<file path="src/rtl/uart_pkg.sv">
// Shared definitions for the UART receive path: controller state encoding
// and default bit timing.
package uart_pkg;

   typedef enum logic [1:0] {
      ST_IDLE  = 2'd0,
      ST_START = 2'd1,
      ST_DATA  = 2'd2,
      ST_STOP  = 2'd3
   } rx_state_t;

   localparam int CLKS_PER_BIT_DEFAULT = 868;
   localparam int BYTE_SIZE_DEFAULT    = 8;

endpackage

</file>
<file path="src/rtl/uart_bit_timer.sv">
// Reloadable bit-period down-counter: half-period load on a start edge,
// full-period reload on every tick while running.
module uart_bit_timer
   import uart_pkg::*;
#(
   parameter int CLKS_PER_BIT = CLKS_PER_BIT_DEFAULT
) (
   input  logic CLK,
   input  logic RST_N,
   input  logic load_half,
   input  logic run,
   output logic tick
);

   localparam int CNT_W = $clog2(CLKS_PER_BIT);
   localparam logic [CNT_W-1:0] HALF_LOAD = CNT_W'(CLKS_PER_BIT/2 - 1);
   localparam logic [CNT_W-1:0] FULL_LOAD = CNT_W'(CLKS_PER_BIT - 1);

   logic [CNT_W-1:0] bt_cnt;

   // The counter parks at zero while idle so a fresh half load always starts clean.
   always_ff @(posedge CLK) begin
      if (!RST_N) begin
         bt_cnt <= '0;
      end else if (load_half) begin
         bt_cnt <= HALF_LOAD;
      end else if (!run) begin
         bt_cnt <= '0;
      end else if (bt_cnt == '0) begin
         bt_cnt <= FULL_LOAD;
      end else begin
         bt_cnt <= bt_cnt - 1'b1;
      end
   end

   assign tick = run && (bt_cnt == '0);

endmodule

</file>
<file path="src/rtl/uart_rx_ctrl.sv">
// UART receive controller: line synchroniser, start-edge detection, mid-bit
// sampling, sequencing of the external byte receiver and the output port.
module uart_rx_ctrl
   import uart_pkg::*;
#(
   parameter int BYTE_SIZE    = BYTE_SIZE_DEFAULT,
   parameter int CLKS_PER_BIT = CLKS_PER_BIT_DEFAULT
) (
   input  logic                 CLK,
   input  logic                 RST_N,
   input  logic                 rx_line,
   output logic                 br_en,
   output logic                 br_in_bit,
   output logic                 br_init_frame,
   input  logic                 br_out_valid,
   input  logic [BYTE_SIZE-1:0] br_out_data,
   output logic [BYTE_SIZE-1:0] rx_data,
   output logic                 rx_valid,
   input  logic                 rx_ready,
   output logic                 rx_frame_err,
   output logic                 rx_overrun,
   input  logic                 ovr_clr,
   output logic                 busy
);

   localparam int BC_W = $clog2(BYTE_SIZE) + 1;
   localparam logic [BC_W-1:0] LAST_BIT = BC_W'(BYTE_SIZE - 1);

   rx_state_t            state;
   logic                 rx_sync1;
   logic                 rx_s;
   logic                 rx_prev;
   logic                 fall_edge;
   logic                 tick;
   logic [BC_W-1:0]      bit_cnt;
   logic [BYTE_SIZE-1:0] hold;
   logic [BYTE_SIZE-1:0] byte_rev;
   logic                 have_byte;
   logic                 stop_tick;
   logic                 deliver;
   logic                 blocked;

   always_ff @(posedge CLK) begin
      if (!RST_N) begin
         rx_sync1 <= 1'b1;
         rx_s     <= 1'b1;
         rx_prev  <= 1'b1;
      end else begin
         rx_sync1 <= rx_line;
         rx_s     <= rx_sync1;
         rx_prev  <= rx_s;
      end
   end

   assign fall_edge = rx_prev && !rx_s;

   uart_bit_timer #(
      .CLKS_PER_BIT (CLKS_PER_BIT)
   ) u_bit_timer (
      .CLK       (CLK),
      .RST_N     (RST_N),
      .load_half ((state == ST_IDLE) && fall_edge),
      .run       (state != ST_IDLE),
      .tick      (tick)
   );

   // Every br_* output is a registered single-cycle pulse; the idle value of
   // br_in_bit is 1 so a stray enable never looks like a start bit.
   always_ff @(posedge CLK) begin
      if (!RST_N) begin
         state         <= ST_IDLE;
         bit_cnt       <= '0;
         br_en         <= 1'b0;
         br_in_bit     <= 1'b1;
         br_init_frame <= 1'b0;
         busy          <= 1'b0;
      end else begin
         br_en         <= 1'b0;
         br_in_bit     <= 1'b1;
         br_init_frame <= 1'b0;
         case (state)
            ST_IDLE: begin
               if (fall_edge) begin
                  br_en         <= 1'b1;
                  br_init_frame <= 1'b1;
                  busy          <= 1'b1;
                  state         <= ST_START;
               end
            end
            ST_START: begin
               if (tick) begin
                  br_en     <= 1'b1;
                  br_in_bit <= rx_s;
                  if (rx_s) begin
                     busy  <= 1'b0;
                     state <= ST_IDLE;
                  end else begin
                     bit_cnt <= '0;
                     state   <= ST_DATA;
                  end
               end
            end
            ST_DATA: begin
               if (tick) begin
                  br_en     <= 1'b1;
                  br_in_bit <= rx_s;
                  bit_cnt   <= bit_cnt + 1'b1;
                  if (bit_cnt == LAST_BIT) begin
                     state <= ST_STOP;
                  end
               end
            end
            ST_STOP: begin
               if (tick) begin
                  br_en <= 1'b1;
                  busy  <= 1'b0;
                  state <= ST_IDLE;
               end
            end
            default: begin
               busy  <= 1'b0;
               state <= ST_IDLE;
            end
         endcase
      end
   end

   // The byte receiver shifts MSB-first, the wire is LSB-first.
   always_comb begin
      byte_rev = '0;
      for (int i = 0; i < BYTE_SIZE; i++) begin
         byte_rev[i] = br_out_data[BYTE_SIZE-1-i];
      end
   end

   assign stop_tick = (state == ST_STOP) && tick;
   assign deliver   = stop_tick && (have_byte || br_out_valid);
   assign blocked   = rx_valid && !rx_ready;

   // A byte still waiting for the consumer at the stop sample wins; the new
   // one is dropped and flagged, and a set beats a clear in the same cycle.
   always_ff @(posedge CLK) begin
      if (!RST_N) begin
         hold         <= '0;
         have_byte    <= 1'b0;
         rx_data      <= '0;
         rx_valid     <= 1'b0;
         rx_frame_err <= 1'b0;
         rx_overrun   <= 1'b0;
      end else begin
         if ((state == ST_IDLE) && fall_edge) begin
            have_byte <= 1'b0;
         end else if (br_out_valid) begin
            have_byte <= 1'b1;
            hold      <= byte_rev;
         end

         if (deliver && !blocked) begin
            rx_data      <= br_out_valid ? byte_rev : hold;
            rx_frame_err <= !rx_s;
            rx_valid     <= 1'b1;
         end else if (rx_valid && rx_ready) begin
            rx_valid <= 1'b0;
         end

         if (deliver && blocked) begin
            rx_overrun <= 1'b1;
         end else if (ovr_clr) begin
            rx_overrun <= 1'b0;
         end
      end
   end

endmodule

</file>
<file path="config.mk">
export PLATFORM = sky130hd
export DESIGN_NAME = uart_rx_ctrl
export DESIGN_NICKNAME = d
export VERILOG_FILES = /design/src/rtl/uart_pkg.sv /design/src/rtl/uart_bit_timer.sv /design/src/rtl/uart_rx_ctrl.sv
export SDC_FILE = /design/constraint.sdc
export NUM_CORES = 1
export LEC_CHECK = 0
export ABC_CLOCK_PERIOD_IN_PS = 2620
export CELL_PAD_IN_SITES_DETAIL_PLACEMENT = 0
export CELL_PAD_IN_SITES_GLOBAL_PLACEMENT = 1
export CORE_MARGIN = 2
export CORE_UTILIZATION = 41
export CTS_BUF_LIST = sky130_fd_sc_hd__clkbuf_16
export CTS_CLUSTER_SIZE = 8
export DETAILED_ROUTE_END_ITERATION = 10
export HOLD_SLACK_MARGIN = 0.05
export PLACE_DENSITY = 0.83
export SYNTH_ARGS = -nofsm -noshare
export SYNTH_HDL_FRONTEND = slang
export SYNTH_HIERARCHICAL = 1
export SYNTH_SLANG_ARGS = --single-unit
</file>
<file path="constraint.sdc">
create_clock -name CLK -period 2.62 [get_ports CLK]
set_input_delay 0.393 -clock CLK [delete_from_list [all_inputs] [get_ports CLK]]
set_output_delay 0.393 -clock CLK [all_outputs]
set_load 0.005 [all_outputs]
</file>
==> impl_metrics.yaml <==
timing:
  fin_setup_tns_ns: 0
  final-max-slew-violation-count: 0
  fin_crit_ns: 2.274
  fin_crit_sh_pct: 86.78
  tightest_slew_ns: 0.4757
  max_slew_margin_pct: 68.05
  clock.fmax_ghz: 0.4398
  hold_viol: 0
  fin_ws_ns: 0.3463
  rsz0062_at_grt: "no"
  fin_skew_ns: 0.004011
  setup-violations-final: 0
  hold_ws_ns: 0.4059
worst_setup_path:
  crit_required_ns: 2.83
  setup.worst_path.start: "u_bit_timer/bt_cnt[0]"
  worstSetupPathType: "register to register"
  cp-end-kind: "register"
  critPathMaxFanout: 8
  cp-start-kind: "register"
  worstReg2RegStart: "u_bit_timer/bt_cnt[0]"
  r2r_cells: 9
  arrival_ns: 2.49
synthesis:
  ys_seq_area_share_pct: 42.87
  syn-cell-area_um2: 2008
  syn_nets: 228
  synthFlopType: "dfxtp_1"
  synth.avg_cell_area_um2: 9.796
  synth_edf_count: 0
  synth_cell_types: 46
  yosysTopAreaCellShare_pct: 42.87
  netlist_top_cells_count: "43 x dfxtp_1, 17 x mux2i_1, 16 x nand2_1"
  syn_inst: 205
  yosysMostFrequentCell: "dfxtp_1"
  async_flop_share_pct: 0
  yosysTopAreaCell: "dfxtp_1"
  synth.area.top_cells: "dfxtp_1 43%, mux2i_1 8.5%, ha_1 5.6%"
  yosys_warnings: 6
  synth-seq-cells: 43
cts:
  cts_setup_buffers: 0
  cts_num_sinks: 43
  insertion_delay_ns: 0.28
  root_buffer: "clkbuf_16"
  cts.htree.levels: 2
  cts_tree: "yes"
  cts_made_buffers: 5
  clk_pin_slew_ns: 0.06
  cts_max_path_buffers: 2
final_layout:
  stdcell_area_um2: 2564
  nets: 261
  n_antenna_cell: 0
  drive_gt1_share_pct: 8.368
  nFillCells: 429
  syn2layout_area_growth_pct: 27.66
  fin_util_pct: 54.28
grt:
  grt.total_usage_pct: 15.94
  grt_pass1_wl_um: 6706
  antenna_found_initial: 0
  overflow: 0
  grt_max_degree: 19
  grt_pass1_vias: 1484
routing:
  viasPerCell: 5.235
  drc: 0
  postRouteWirelength_um: 3951
  first_iter_violations: 67
  dr_total_vias: 1602
  dr.pass1.iters: 4
  wl_per_cell_um: 12.91
  final_antenna_net_count: 0
power:
  peakVddDrop_v: 0.0004459
  leakage_uw: 0.001128
  power_density_nw_per_um2: 726.7
die:
  start_util_pct: 42.52
  die_w_um: 73.99
  die_h_um: 73.99
  ios: 29
  die_area_um2: 5474
  num_rows: 25
  core_area_um2: 4723
placement:
  gp_congestion: 0.8845
  place_area_um2: 2374
  portBuffers: 28
  dp_hpwl_um: 2858
  pre_cts_ws_ns: 0.2427
run_status:
  outcome: "complete, no violations"
worst_hold_path:
  worstHoldPathCells: 1
  holdCritStartpoint: "rx_sync1"
  hold_class: "register to register"
flow_run:
  drv_cap: 0
[registers in the layout, indices dropped and copies added (netlist names), named ones only]
register and count:
rx_data 8, busy 1, rx_prev 1, br_in_bit 1, br_init_frame 1, br_en 1, rx_sync1 1, hold 8
have_byte 1, state 1, rx_s 1, rx_frame_err 1, u_bit_timer/bt_cnt 10, rx_overrun 1, rx_valid 1, bit_cnt 4
[power by group]
part           switching, uW  internal [uW]
Clock                    238            542
Combinational            187            166
Sequential              36.6            693
Total                    462           1400
[cells by family (layout without fill, tap and decap cells)]
logic type               count (synthesis)  in the layout  share of synthesized area [%]
AND/OR/NAND/NOR                         71             71                          20.37
AO/OA/AOI/OAI                           45             45                          17.70
flip-flops                              43             43                          42.87
multiplexers                            17             17                          8.473
buffers and inverters                   17             51                          3.676
adder cells (fa/ha/maj)                  9              9                          5.608
XOR/XNOR                                 3              3                          1.309
[final cells by class]
| cell class | instances | area (um^2) | area share (%) |
|---|---|---|---|
| flip-flops and latches | 43 | 860.8 | 33.58 |
| inverters | 10 | 37.54 | 1.464 |
| multi-input cells | 145 | 1075 | 41.92 |
| clock buffers | 5 | 125.1 | 4.880 |
| well taps | 67 | 83.83 | 3.270 |
| clock inverters | 3 | 63.81 | 2.489 |
| repair buffers | 33 | 317.8 | 12.40 |
[worst max-delay path, cell delays in order (launching register included)]
cell and delay (ns):
dfxtp_1 0.36, inv_1 0.12, ha_1 0.16, nor2b_1 0.26, and3_1 0.26, and2_2 0.28
nor2b_2 0.08, a2bb2oi_2 0.20, or3_1 0.36, a21oi_1 0.13
[through the flow]
stage / instances / total power [uW]
after floorplan: 205 / 988.7
after global placement: 298 / 1087
after detailed placement: 298 / 1090
after CTS: 306 / 1879
after global routing: 306 / 1965
final: 306 / 1863
[cell usage in the layout, fill, tap and decap left out, drive strengths merged, types with 3 or more instances in the layout]
cell type,count
nand3b,3
nand2b,6
a21boi,3
nand2,16
nor2b,13
inv,11
ha,9
o211ai,3
mux2i,17
o31ai,3
a31oi,3
or4,4
nand3,4
o211a,9
buf,5
clkdlybuf4s50,28
nor2,7
clkbuf,5
a21oi,6
nor3,4
o21ai,7
or3,4
dfxtp,43
[path summary, 6_finish.rpt]
path	slack [ns]	to
setup / recovery	0.35	bit_cnt[3]
hold / removal	0.41	rx_s
setup reg to reg	0.35	bit_cnt[3]
hold reg to reg	0.41	rx_s
[metal layers]
layer	vias up	share of wire (%)	routed length [um]	GRT usage, %
li1	812	-	-	-
met1	740	48	1883	21.56
met2	43	46	1818	23.81
met3	7	4.8	188	4.472
met4	0	1.5	60	7.071
met5	-	0	0	0
[what timing repair did]
action / CTS / global route
hold buffers: 0 / 0
endpoints found under the setup margin: 0 / 9
gates resized for setup: 0 / 1
Power figures use the tool's default switching activity.
